==> src/rtl/sb_msg_decoder.sv <==
// Sideband message decoder: fetches header (and payload) words from the
// receiver FIFO, checks parity and presents decoded fields until acked.
module sb_msg_decoder #(
  parameter int RETRY_CYCLES = 8
) (
  input  logic        clk_100MHz,
  input  logic        reset,
  input  logic        enable_i,
  input  logic [63:0] rx_data_i,
  input  logic        rx_valid_i,
  output logic        msg_req_o,
  output logic        msg_valid_o,
  input  logic        msg_ack_i,
  output logic [4:0]  opcode_o,
  output logic [2:0]  srcid_o,
  output logic [2:0]  dstid_o,
  output logic [7:0]  msgcode_o,
  output logic [7:0]  msgsubcode_o,
  output logic [15:0] msginfo_o,
  output logic [63:0] data_o,
  output logic        has_data_o,
  output logic        parity_err_o,
  output logic        unsup_op_o,
  output logic [7:0]  err_cnt_o
);

  localparam logic [4:0] OP_HDR  = 5'b10010;
  localparam logic [4:0] OP_DATA = 5'b11011;
  localparam logic [7:0] RETRY_MAX = 8'(RETRY_CYCLES);

  typedef enum logic [2:0] {
    IDLE,
    REQ_HDR,
    WAIT_HDR,
    REQ_DATA,
    WAIT_DATA,
    OUT
  } state_t;

  state_t      state;
  logic [7:0]  retry_cnt;
  logic [63:0] hdr_q;

  logic [63:0] fin_hdr;
  logic [63:0] fin_pay;
  logic        fin_has;
  logic        dp_exp;
  logic        fin_perr;
  logic        fin_unsup;
  logic        enter_out;

  // Final message view, valid in the cycle that moves the FSM into OUT.
  always_comb begin
    fin_hdr   = hdr_q;
    fin_pay   = '0;
    fin_has   = 1'b0;
    enter_out = 1'b0;
    if (state == WAIT_HDR) begin
      fin_hdr   = rx_data_i;
      enter_out = enable_i && rx_valid_i
                  && (rx_data_i[4:0] != OP_DATA);
    end
    if (state == WAIT_DATA) begin
      fin_pay   = rx_data_i;
      fin_has   = 1'b1;
      enter_out = enable_i && rx_valid_i;
    end
    dp_exp    = (fin_hdr[4:0] == OP_DATA) ? ^fin_pay : 1'b0;
    fin_perr  = (fin_hdr[62] != ^fin_hdr[61:0])
                || (fin_hdr[63] != dp_exp);
    fin_unsup = (fin_hdr[4:0] != OP_HDR)
                && (fin_hdr[4:0] != OP_DATA);
  end

  always_ff @(posedge clk_100MHz) begin
    if (reset) begin
      state        <= IDLE;
      retry_cnt    <= '0;
      hdr_q        <= '0;
      msg_req_o    <= 1'b0;
      msg_valid_o  <= 1'b0;
      opcode_o     <= '0;
      srcid_o      <= '0;
      dstid_o      <= '0;
      msgcode_o    <= '0;
      msgsubcode_o <= '0;
      msginfo_o    <= '0;
      data_o       <= '0;
      has_data_o   <= 1'b0;
      parity_err_o <= 1'b0;
      unsup_op_o   <= 1'b0;
      err_cnt_o    <= '0;
    end else begin
      msg_req_o <= 1'b0;
      unique case (state)
        IDLE: begin
          if (enable_i && !msg_valid_o) begin
            state     <= REQ_HDR;
            msg_req_o <= 1'b1;
          end
        end
        REQ_HDR, REQ_DATA: begin
          retry_cnt <= '0;
          if (!enable_i)
            state <= IDLE;
          else if (state == REQ_HDR)
            state <= WAIT_HDR;
          else
            state <= WAIT_DATA;
        end
        WAIT_HDR, WAIT_DATA: begin
          if (!enable_i) begin
            state <= IDLE;
          end else if (rx_valid_i) begin
            if (state == WAIT_HDR)
              hdr_q <= rx_data_i;
            if (enter_out) begin
              state <= OUT;
            end else begin
              state     <= REQ_DATA;
              msg_req_o <= 1'b1;
            end
          end else if (retry_cnt == RETRY_MAX) begin
            state     <= (state == WAIT_HDR) ? REQ_HDR : REQ_DATA;
            msg_req_o <= 1'b1;
          end else begin
            retry_cnt <= retry_cnt + 8'd1;
          end
        end
        OUT: begin
          if (msg_ack_i) begin
            msg_valid_o <= 1'b0;
            state       <= IDLE;
          end
        end
        default: state <= IDLE;
      endcase

      if (enter_out) begin
        msg_valid_o  <= 1'b1;
        opcode_o     <= fin_hdr[4:0];
        msgcode_o    <= fin_hdr[21:14];
        srcid_o      <= fin_hdr[31:29];
        msgsubcode_o <= fin_hdr[39:32];
        msginfo_o    <= fin_hdr[55:40];
        dstid_o      <= fin_hdr[58:56];
        data_o       <= fin_pay;
        has_data_o   <= fin_has;
        parity_err_o <= fin_perr;
        unsup_op_o   <= fin_unsup;
        if (fin_perr && err_cnt_o != 8'hFF)
          err_cnt_o <= err_cnt_o + 8'd1;
      end
    end
  end

endmodule
==> config.mk <==
export PLATFORM = sky130hd
export DESIGN_NAME = sb_msg_decoder
export DESIGN_NICKNAME = d
export VERILOG_FILES = /design/src/rtl/sb_msg_decoder.sv
export SDC_FILE = /design/constraint.sdc
export NUM_CORES = 1
export LEC_CHECK = 0
export ABC_AREA = 1
export BUFFER_PORTS_ARGS = -buffer_cell sky130_fd_sc_hd__buf_2
export CAP_MARGIN = 20
export CORE_UTILIZATION = 48
export DETAILED_ROUTE_END_ITERATION = 16
export HOLD_SLACK_MARGIN = 0.05
export PLACE_DENSITY = 0.81
export SLEW_MARGIN = 10
export SYNTH_ARGS = -nofsm -noshare
export SYNTH_HDL_FRONTEND = slang
export SYNTH_SLANG_ARGS = --single-unit
==> constraint.sdc <==
create_clock -name clk_100MHz -period 3.35 [get_ports clk_100MHz]
set_input_delay 0.1675 -clock clk_100MHz [delete_from_list [all_inputs] [get_ports clk_100MHz]]
set_output_delay 0.1675 -clock clk_100MHz [all_outputs]
set_load 0.005 [all_outputs]
# Word level (Yosys, flattened, before mapping)
# Index checks and enable logic that the tools add are counted.
[totals]
output_inout_bits = 120
reg_bits = 195
input_bits = 69
word_cells = 86
[classes]
eq_ne = 19
n_addsub = 2
n_mux = 29
reduce_logical = 20
[op_table]
columns = ["operator", "n"]
rows = [
  ["$mux 64", 2],
  ["$reduce_xor 64->1", 1],
  ["$reduce_xor 62->1", 1],
  ["$mux 3", 8],
  ["$mux 8", 3],
  ["$add 8x1->8 const B", 2],
  ["$pmux 8 s2", 1],
  ["$ne 5x5->1 const B", 3],
  ["$mux 1", 12],
  ["$pmux 3 s4", 1],
  ["$ne 2x2->1 const B", 5],
  ["$eq 8x4->1 const B", 1],
  ["$ne 8x8->1 const B", 1],
  ["$eq 3x2->1 const B", 2],
  ["$eq 3x3->1 const B", 2],
  ["$reduce_and 3->1", 2],
  ["$reduce_bool 2->1", 3],
  ["$eq 5x5->1 const B", 1],
  ["$logic_and 1x1->1", 5],
  ["$ne 4x4->1 const B", 1],
  ["$reduce_and 2->1", 2],
  ["$reduce_and 4->1", 1],
  ["$reduce_or 2->1", 2],
  ["$eq 3x1->1 const B", 1],
  ["other kinds (6)", 7],
]

# Longest topological paths before layout
# Gate-level depths: netlist of run 1.
[logic_depth]
word_depth = 8
mapped_depth = 30
mapped_depth_nobuf = 27

# Worst setup path before layout of run 1
# Ideal clock, no wire load.
[synth_timing]
kind = "flip-flop to flip-flop"
start = "reg state[2]"
end = "reg err_cnt_o[6]"
required_ps = 3240
path_stages_with_launch = 29
n_path_buf = 4
slack_ps = 126
period_less_slack_ps = 3224
t_arrival_ps = 3114
cell_sequence = "dfxtp_1 > nor2_4 > nand2_4 > buf_2 > buf_2 > clkbuf_1 > o21ai_0 > ha_1 > xor2_1 > nand3_1 > nand2_1 > nand2_1 > nand2_1 > nand2_1 > nand2_1 > nand3_1 > nand2_1 > inv_2 > nand2_1 > nand2_1 > nand2_1 > nand3_1 > nand2_1 > nand2_2 > buf_4 > nand3_1 > nand2_1 > inv_1 > nor2_1"
[synth_via]
elab_chain_len = 8
[synth_rtl]
columns = ["element", "line_no", "source"]
rows = [
  ["from (decl)", "40", "state_t state;"],
  ["from (signal assigned)", "124", "state <= (state == WAIT_HDR) ? REQ_HDR : REQ_DATA;"],
  ["$eq 3x3->1 or $eq 3x2->1 (tied branches)", "63, 58", ""],
  ["$mux 64 (on tied branches)", "-", ""],
  ["$reduce_xor 64->1 or $eq 5x5->1 (tied branches)", "68", "dp_exp = (fin_hdr[4:0] == OP_DATA) ? ^fin_pay : 1'b0;"],
  ["$mux 1", "68", ""],
  ["$ne 1x1->1", "70", "|| (fin_hdr[63] != dp_exp);"],
  ["$logic_or 1x1->1", "70", ""],
  ["$logic_and 1x1->1", "151", "if (fin_perr && err_cnt_o != 8'hFF)"],
  ["$reduce_and 2->1 (no line) *", "-", ""],
  ["to (signal assigned)", "152", "err_cnt_o <= err_cnt_o + 8'd1;"],
  ["to (decl)", "24", "output logic [7:0] err_cnt_o"],
]
# Mark *: on every way between the ends. The rest lies on a longest branch, timed or not.
# A chain may end at the register's enable or synchronous reset.

# Worst setup path after layout of run 1
[layout_timing]
start = "reg state[1]"
end = "reg err_cnt_o[3]"
# Same word-level chain as after synthesis.

==> reports/metrics.yaml, run 1 <==
status: "complete, no violations"
synth_nets: 1950
path_delay_family: "simple AND/OR/NAND/NOR gates"
start_kind: "flip-flop"
ant_nets: 0
drv_slew: 0
wire_per_inst_um: 14.57
nNetsFinal: 2140
dieArea_um2: 23870
final_layout_size_suffix_gt1_frac: 0.1290
finalWirelength_um: 34430
dp_cells: 2278
worst-path-max-fanout: 20
hp-class: "in2reg"
timing.final.crit_share: 0.9270
irDropWorstVdd_v: 0.0003278
die_w_um: 154.5
drtPass1Iterations: 5
synth_cell_types: 32
synth_warnings: 0
cts_tree: "yes"
core-area_um2: 22710
cp_cell_sequence: "buf_4, nor2_2, nand2_1, buf_4, a21oi_1, nand2_1, nand2_1, nand2_1, nand2_1, nand2_1, nand2_1, nand2_1, inv_1, nand2_1, nand3_1, nand3_1, nand2_1, nand2_1, inv_1, nand2_4, nand2_1, nand2_1, nand2_1, nor2_1"
cp_num_cells: 24
grt_max_degree: 101
clk_latency_ps: 450
avgSynthCellArea_um2: 5.957
worstPathArrival_ps: 3410
num_io_pins: 189
die_height_um: 154.5
cpPeakStageDelay_ps: 380
worst_setup_path_end_kind: "flip-flop"
numCtsBuffers: 17
grt_pass1_vias: 11780
worstPathRequired_ps: 3660
r2r_setup_slack_ps: 240
cts-htree-levels: 4
fin_crit_ps: 3105
powerDensity_nw_per_um2: 442.8
utilization: 0.5930
cp_slowest_cell: "dfxtp_1"
leakage_nw: 6.717
worstReg2RegEnd: "err_cnt_o[3]"
cpMostUsedCell: "nand2_1"
initial_core_util: 0.4916
cts.clk_slew.worst_paths_ps: 80
startpoint: "state[1]"
final.setup_skew_ps: 11.97
preCtsSetupSlack_ps: 115.4
crit_end: "err_cnt_o[3]"
areaGrowthSynthToFinish_pct: 20.63
drc_errors: 0
grt_pass1_wl_um: 55170
critical_path_buf_inv_count: 4
fill_cells: 2084
crit-reg2reg-launch: "state[1]"
first_iter_violations: 970
fmax_mhz: 322.0
vias: 12740
synth-seq-cells: 195
grt-ovfl-total: 0
synth_area_um2: 11160
hold_slack_ps: 63.72
place.gp.congestion: 0.8628
finalPower_mw: 5.963
instances_no_fill: 2363
max-slew-margin-rel: 0.3253
antenna_found_initial: 2
cts_num_sinks: 195
reg2reg_depth: 24
dp.final_hpwl_um: 23620
io_buffer_count: 188
vias_per_cell: 5.391
rows: 55
drv_cap: 0
clockBufferDepth: 2
cts-root-buf: "clkbuf_16"
synth_seq_area_share: 0.3497
synth_cells: 1874
worstSetupPathType: "reg2reg"
setup_viol: 0
track_usage: 0.2866
setup_slack_ps: 244.7
tightest_slew_ps: 1012
timing_hold_violations_final: 0
==> where the power goes <==
group          internal (mW)  leakage [nW]  switching (mW)
combinational          0.447          4.86           0.995
sequential              2.36          1.57          0.0265
clock                   1.14         0.283           0.995
total                   3.95          6.72            2.02
==> Yosys cell counts (all sizes together) <==
master / instances / area (µm²)
a32oi: 1 / 8.760
ha: 7 / 87.58
a31oi: 2 / 12.51
o21ai: 164 / 824.5
inv: 189 / 709.4
o211ai: 5 / 37.54
o211a: 1 / 10.01
a211oi: 3 / 22.52
nor4: 2 / 12.51
nor2: 97 / 379.1
nand2: 774 / 2915
nand3: 90 / 450.4
xnor2: 11 / 96.34
nand3b: 4 / 30.03
clkbuf: 59 / 221.5
nand4: 32 / 200.2
nor3: 7 / 35.03
buf: 33 / 166.4
or2: 3 / 18.77
dfxtp: 195 / 3904
a2bb2oi: 1 / 8.760
xor2: 11 / 96.34
a21oi: 183 / 915.9
==> registers in the layout, summed over array words and instances (netlist names) <==
signal	count
msgsubcode_o	8
msg_req_o	1
retry_cnt	8
data_o	64
has_data_o	1
dstid_o	3
msg_valid_o	1
msgcode_o	8
state	3
opcode_o	5
unsup_op_o	1
srcid_o	3
parity_err_o	1
hdr_q	64
err_cnt_o	8
msginfo_o	16
==> metal layers <==
metal / routed length [µm] / up-vias / track usage
li1: - / 6345 / -
met1: 13290 / 5722 / 0.3146
met2: 16510 / 541 / 0.4986
met3: 2491 / 128 / 0.05660
met4: 2130 / 2 / 0.1994
met5: 12 / - / 0
==> per-stage QoR <==
step	setup TNS [ps]	instance area [µm²]
after floorplan	0	11160
after global placement	0	12300
after detailed placement	0	12300
after CTS	0	13420
after global routing	-18.93	13460
final	0	13470
==> kinds of logic after synthesis <==
logic type,after synthesis,synth area share
compound gates,360,0.1649
xor+xnor,22,0.01726
simple gates,1009,0.3620
buf+inv,281,0.09830
fa+ha+maj,7,0.007845
flops,195,0.3497
==> worst reg2reg max path: cells and delay by family, from the launching register on <==
family | cells | cell delay [ps]
AND/OR/NAND/NOR | 19 | 1630
buffers and inverters | 4 | 740
flip-flops | 1 | 380
AO/OA/AOI/OAI | 1 | 220
==> cell type report <==
cell class | instances | area, µm² | share of cell area
well taps | 285 | 356.6 | 0.02648
inverters | 189 | 709.4 | 0.05268
clock inverters | 14 | 162.7 | 0.01208
multi-input cells | 1399 | 6221 | 0.4620
flip-flops and latches | 195 | 3906 | 0.2901
diodes | 1 | 2.502 | 0.0001858
clock buffers | 18 | 439.2 | 0.03261
repair buffers | 262 | 1669 | 0.1239
==> layout by cell type (no fill, tap or decap), types with 2 or more instances in the layout <==
cell type      count
nand2_1          771
dfxtp_1          193
buf_2            188
a21oi_1          183
inv_1            183
o21ai_0          107
nor2_1            91
nand3_1           89
o21ai_1           55
dlygate4sd3_1     51
nand4_1           32
buf_4             18
clkbuf_16         17
xnor2_1           11
xor2_1            10
nor3_1             7
ha_1               7
inv_2              6
inv_6              6
o211ai_1           5
nor2_4             4
nand3b_1           4
clkinvlp_4         4
a211oi_1           3
or2_2              3
buf_12             3
a31oi_1            2
o21ai_2            2
nor2_2             2
nor4_1             2
nand2_2            2
bufinv_16          2
buf_6              2
dfxtp_2            2
==> how the worst min path moves through the flow <==
stage | from | end | slack, ps | cells after the start
after floorplan | rx_data_i[0] | data_o[0] | 320 | 2
after global placement | hdr_q[17] | hdr_q[17] | 440 | 2
after detailed placement | hdr_q[17] | hdr_q[17] | 450 | 2
after CTS | rx_data_i[4] | data_o[4] | 50 | 3
after global routing | rx_data_i[43] | data_o[43] | 60 | 3
final | rx_data_i[4] | data_o[4] | 60 | 3
==> repair_timing <==
item / in CTS / in global routing
buffers inserted: 0 / 0
endpoints found under the setup margin: 0 / 9
hold buffers: 51 / 0
hold endpoints to repair: 51 / 0
gates resized for setup: 0 / 18
Note: power is estimated with default switching activity, not from simulation.
==> inputs of run 2 (changes only) <==
- RECOVER_POWER: unset -> 100
==> reports/metrics.yaml, run 2 (synthesis gave the netlist of run 1 again) <==
setup_viol: 0  # unchanged
tightest_slew_ps: 1009  # was 1012 ps
comb_power_share: 0.241  # was 0.242
grt_pass1_wl_um: 55170  # unchanged
cts-htree-levels: 4  # unchanged
hp-class: "in2reg"  # unchanged
timing.final.crit_share: 0.9287  # was 0.9270
cts_tree: "yes"  # unchanged
areaGrowthSynthToFinish_pct: 19.83  # was 20.63%
nNetsFinal: 2140  # unchanged
core-area_um2: 22710  # unchanged
fmax_mhz: 321.4  # was 322.0 MHz
worstReg2RegEnd: "err_cnt_o[3]"  # unchanged
final.setup_skew_ps: 11.39  # was 11.97 ps
worstPathRequired_ps: 3660  # about the same
dp.final_hpwl_um: 23620  # unchanged
vias: 12720  # was 12740
reg2reg_depth: 24  # unchanged
drv_cap: 0  # unchanged
placed_area_um2: 12300  # unchanged
max-slew-margin-rel: 0.3274  # was 0.3253
drc_errors: 0  # unchanged
powerDensity_nw_per_um2: 445.5  # was 442.8 nW/µm²
startpoint: "state[1]"  # unchanged
fin_crit_ps: 3111  # was 3105 ps
rows: 55  # unchanged
utilization: 0.5890  # was 0.5930
cts-root-buf: "clkbuf_16"  # unchanged
clock_power_share: 0.359  # was 0.358
dieArea_um2: 23870  # unchanged
p_int_mw: 3.943  # was 3.946 mW
final_area_um2: 13380  # was 13470 µm²
hold_slack_ps: 61.69  # was 63.72 ps
worst_setup_path_end_kind: "flip-flop"  # unchanged
wire_per_inst_um: 14.56  # was 14.57 µm
leakage_nw: 6.426  # was 6.717 nW
grt-ovfl-total: 0  # unchanged
die_w_um: 154.5  # unchanged
crit_end: "err_cnt_o[3]"  # unchanged
switching_share: 0.3383  # was 0.3382
worstSetupPathType: "reg2reg"  # unchanged
clockBufferDepth: 2  # unchanged
instances_no_fill: 2363  # unchanged
drtPass1Iterations: 5  # unchanged
track_usage: 0.2866  # unchanged
postCtsSetupBuffers: 0  # unchanged
cts_num_sinks: 195  # unchanged
status: "complete, no violations"  # unchanged
num_io_pins: 189  # unchanged
die_height_um: 154.5  # unchanged
start_kind: "flip-flop"  # unchanged
final_common_cell: "nand2_1"  # unchanged
cts.clk_slew.worst_paths_ps: 80  # about the same
vias_per_cell: 5.382  # was 5.391
place.gp.congestion: 0.8628  # unchanged
first_iter_violations: 1026  # was 970
antenna_found_initial: 2  # unchanged
initial_core_util: 0.4916  # unchanged
p_seq_frac: 0.400  # about the same
grt_max_degree: 101  # unchanged
final_layout_size_suffix_gt1_frac: 0.09533  # was 0.1290
grt_pass1_vias: 11780  # unchanged
finalPower_mw: 5.960  # was 5.963 mW
power.switching_mw: 2.016  # about the same
ant_nets: 0  # unchanged
worstPathArrival_ps: 3420  # was 3410 ps
finalWirelength_um: 34400  # was 34430 µm
numCtsBuffers: 17  # unchanged
clk_latency_ps: 450  # about the same
worst-path-max-fanout: 20  # unchanged
reg_top3: "data_o (64), hdr_q (64), msginfo_o (16)"  # unchanged
timing_hold_violations_final: 0  # unchanged
io_buffer_count: 188  # unchanged
crit-reg2reg-launch: "state[1]"  # unchanged
r2r_setup_slack_ps: 240  # about the same
layout_common_cells: "771 x nand2_1, 193 x dfxtp_1, 186 x inv_1"  # was 771 x nand2_1, 193 x dfxtp_1, 188 x buf_2
drv_slew: 0  # unchanged
irDropWorstVdd_v: 0.0003289  # was 0.0003278 V
dp_cells: 2278  # unchanged
-- run 2: cell count changes in the layout (fill, tap and decap cells not counted) --
cell      previous run  this run
clkbuf_2             0         1
buf_4               18        16
nor2_1              91        92
buf_2              188       123
nor2_2               2         1
inv_1              183       186
clkbuf_1             0        66
inv_2                6         3
-- run 2: what timing repair did --
action | CTS | global route
gates resized for setup | 0 | 18
hold buffers | 51 | 0
setup endpoints to repair | 0 | 9
hold endpoints to repair | 51 | 0
-- run 2: through the flow --
| stage | TNS (ps) | setup slack (ps) |
|---|---|---|
| 2_1_floorplan | 0 | 126.4 |
| 3_3_place_gp | 0 | 245.3 |
| 3_5_place_dp | 0 | 115.4 |
| 4_1_cts | 0 | 90.29 |
| 5_1_grt | -18.90 | -9.939 |
| 6_report | 0 | 238.7 |
-- run 2: worst min-delay path by stage --
| stage | startpoint | end | slack (ps) | cells after the start |
|---|---|---|---|---|
| 2_1_floorplan | rx_data_i[0] | data_o[0] | 320 | 2 |
| 3_3_place_gp | hdr_q[17] | hdr_q[17] | 440 | 2 |
| 3_5_place_dp | hdr_q[17] | hdr_q[17] | 450 | 2 |
| 4_1_cts | rx_data_i[4] | data_o[4] | 50 | 3 |
| 5_1_grt | rx_data_i[43] | data_o[43] | 60 | 3 |
| 6_report | rx_data_i[4] | data_o[4] | 60 | 3 |
-- run 2: power groups by stage --
stage | Clock, mW | Sequential [mW] | Combinational, mW
floorplan | 0 | 2.43 | 0.957
global placement | 0 | 2.43 | 1.25
detailed placement | 0 | 2.44 | 1.30
CTS | 2.17 | 2.38 | 1.36
global route | 2.26 | 2.39 | 1.61
finish | 2.14 | 2.38 | 1.44
-- run 2: layer usage --
metal / vias up / GRT usage / share of wire
met5: - / 0 / 0.00035
met4: 2 / 0.1994 / 0.063
met3: 132 / 0.05660 / 0.064
met2: 485 / 0.4986 / 0.48
met1: 5753 / 0.3146 / 0.39
li1: 6345 / - / -
-- run 2: layout make-up --
class	count	area [µm²]
multi-input combinational	1399	6218
clock buffer	18	439.2
timing repair buffer	262	1582
antenna	1	2.502
fill	2125	9333
inverter	189	709.4
clock inverter	14	162.7
tap	285	356.6
sequential	195	3906
-- run 2: worst max-delay path: stages (launching register included) --
cell	delay, ps
dfxtp_1	380
buf_4	240
nor2_2	200
nand2_1	160
buf_4	250
a21oi_1	210
nand2_1	110
nand2_1	70
nand2_1	60
nand2_1	60
nand2_1	80
nand2_1	70
nand2_1	100
inv_1	70
nand2_1	70
nand3_1	90
nand3_1	80
nand2_1	60
nand2_1	40
inv_1	180
nand2_4	130
nand2_1	100
nand2_1	60
nand2_1	60
nor2_1	40
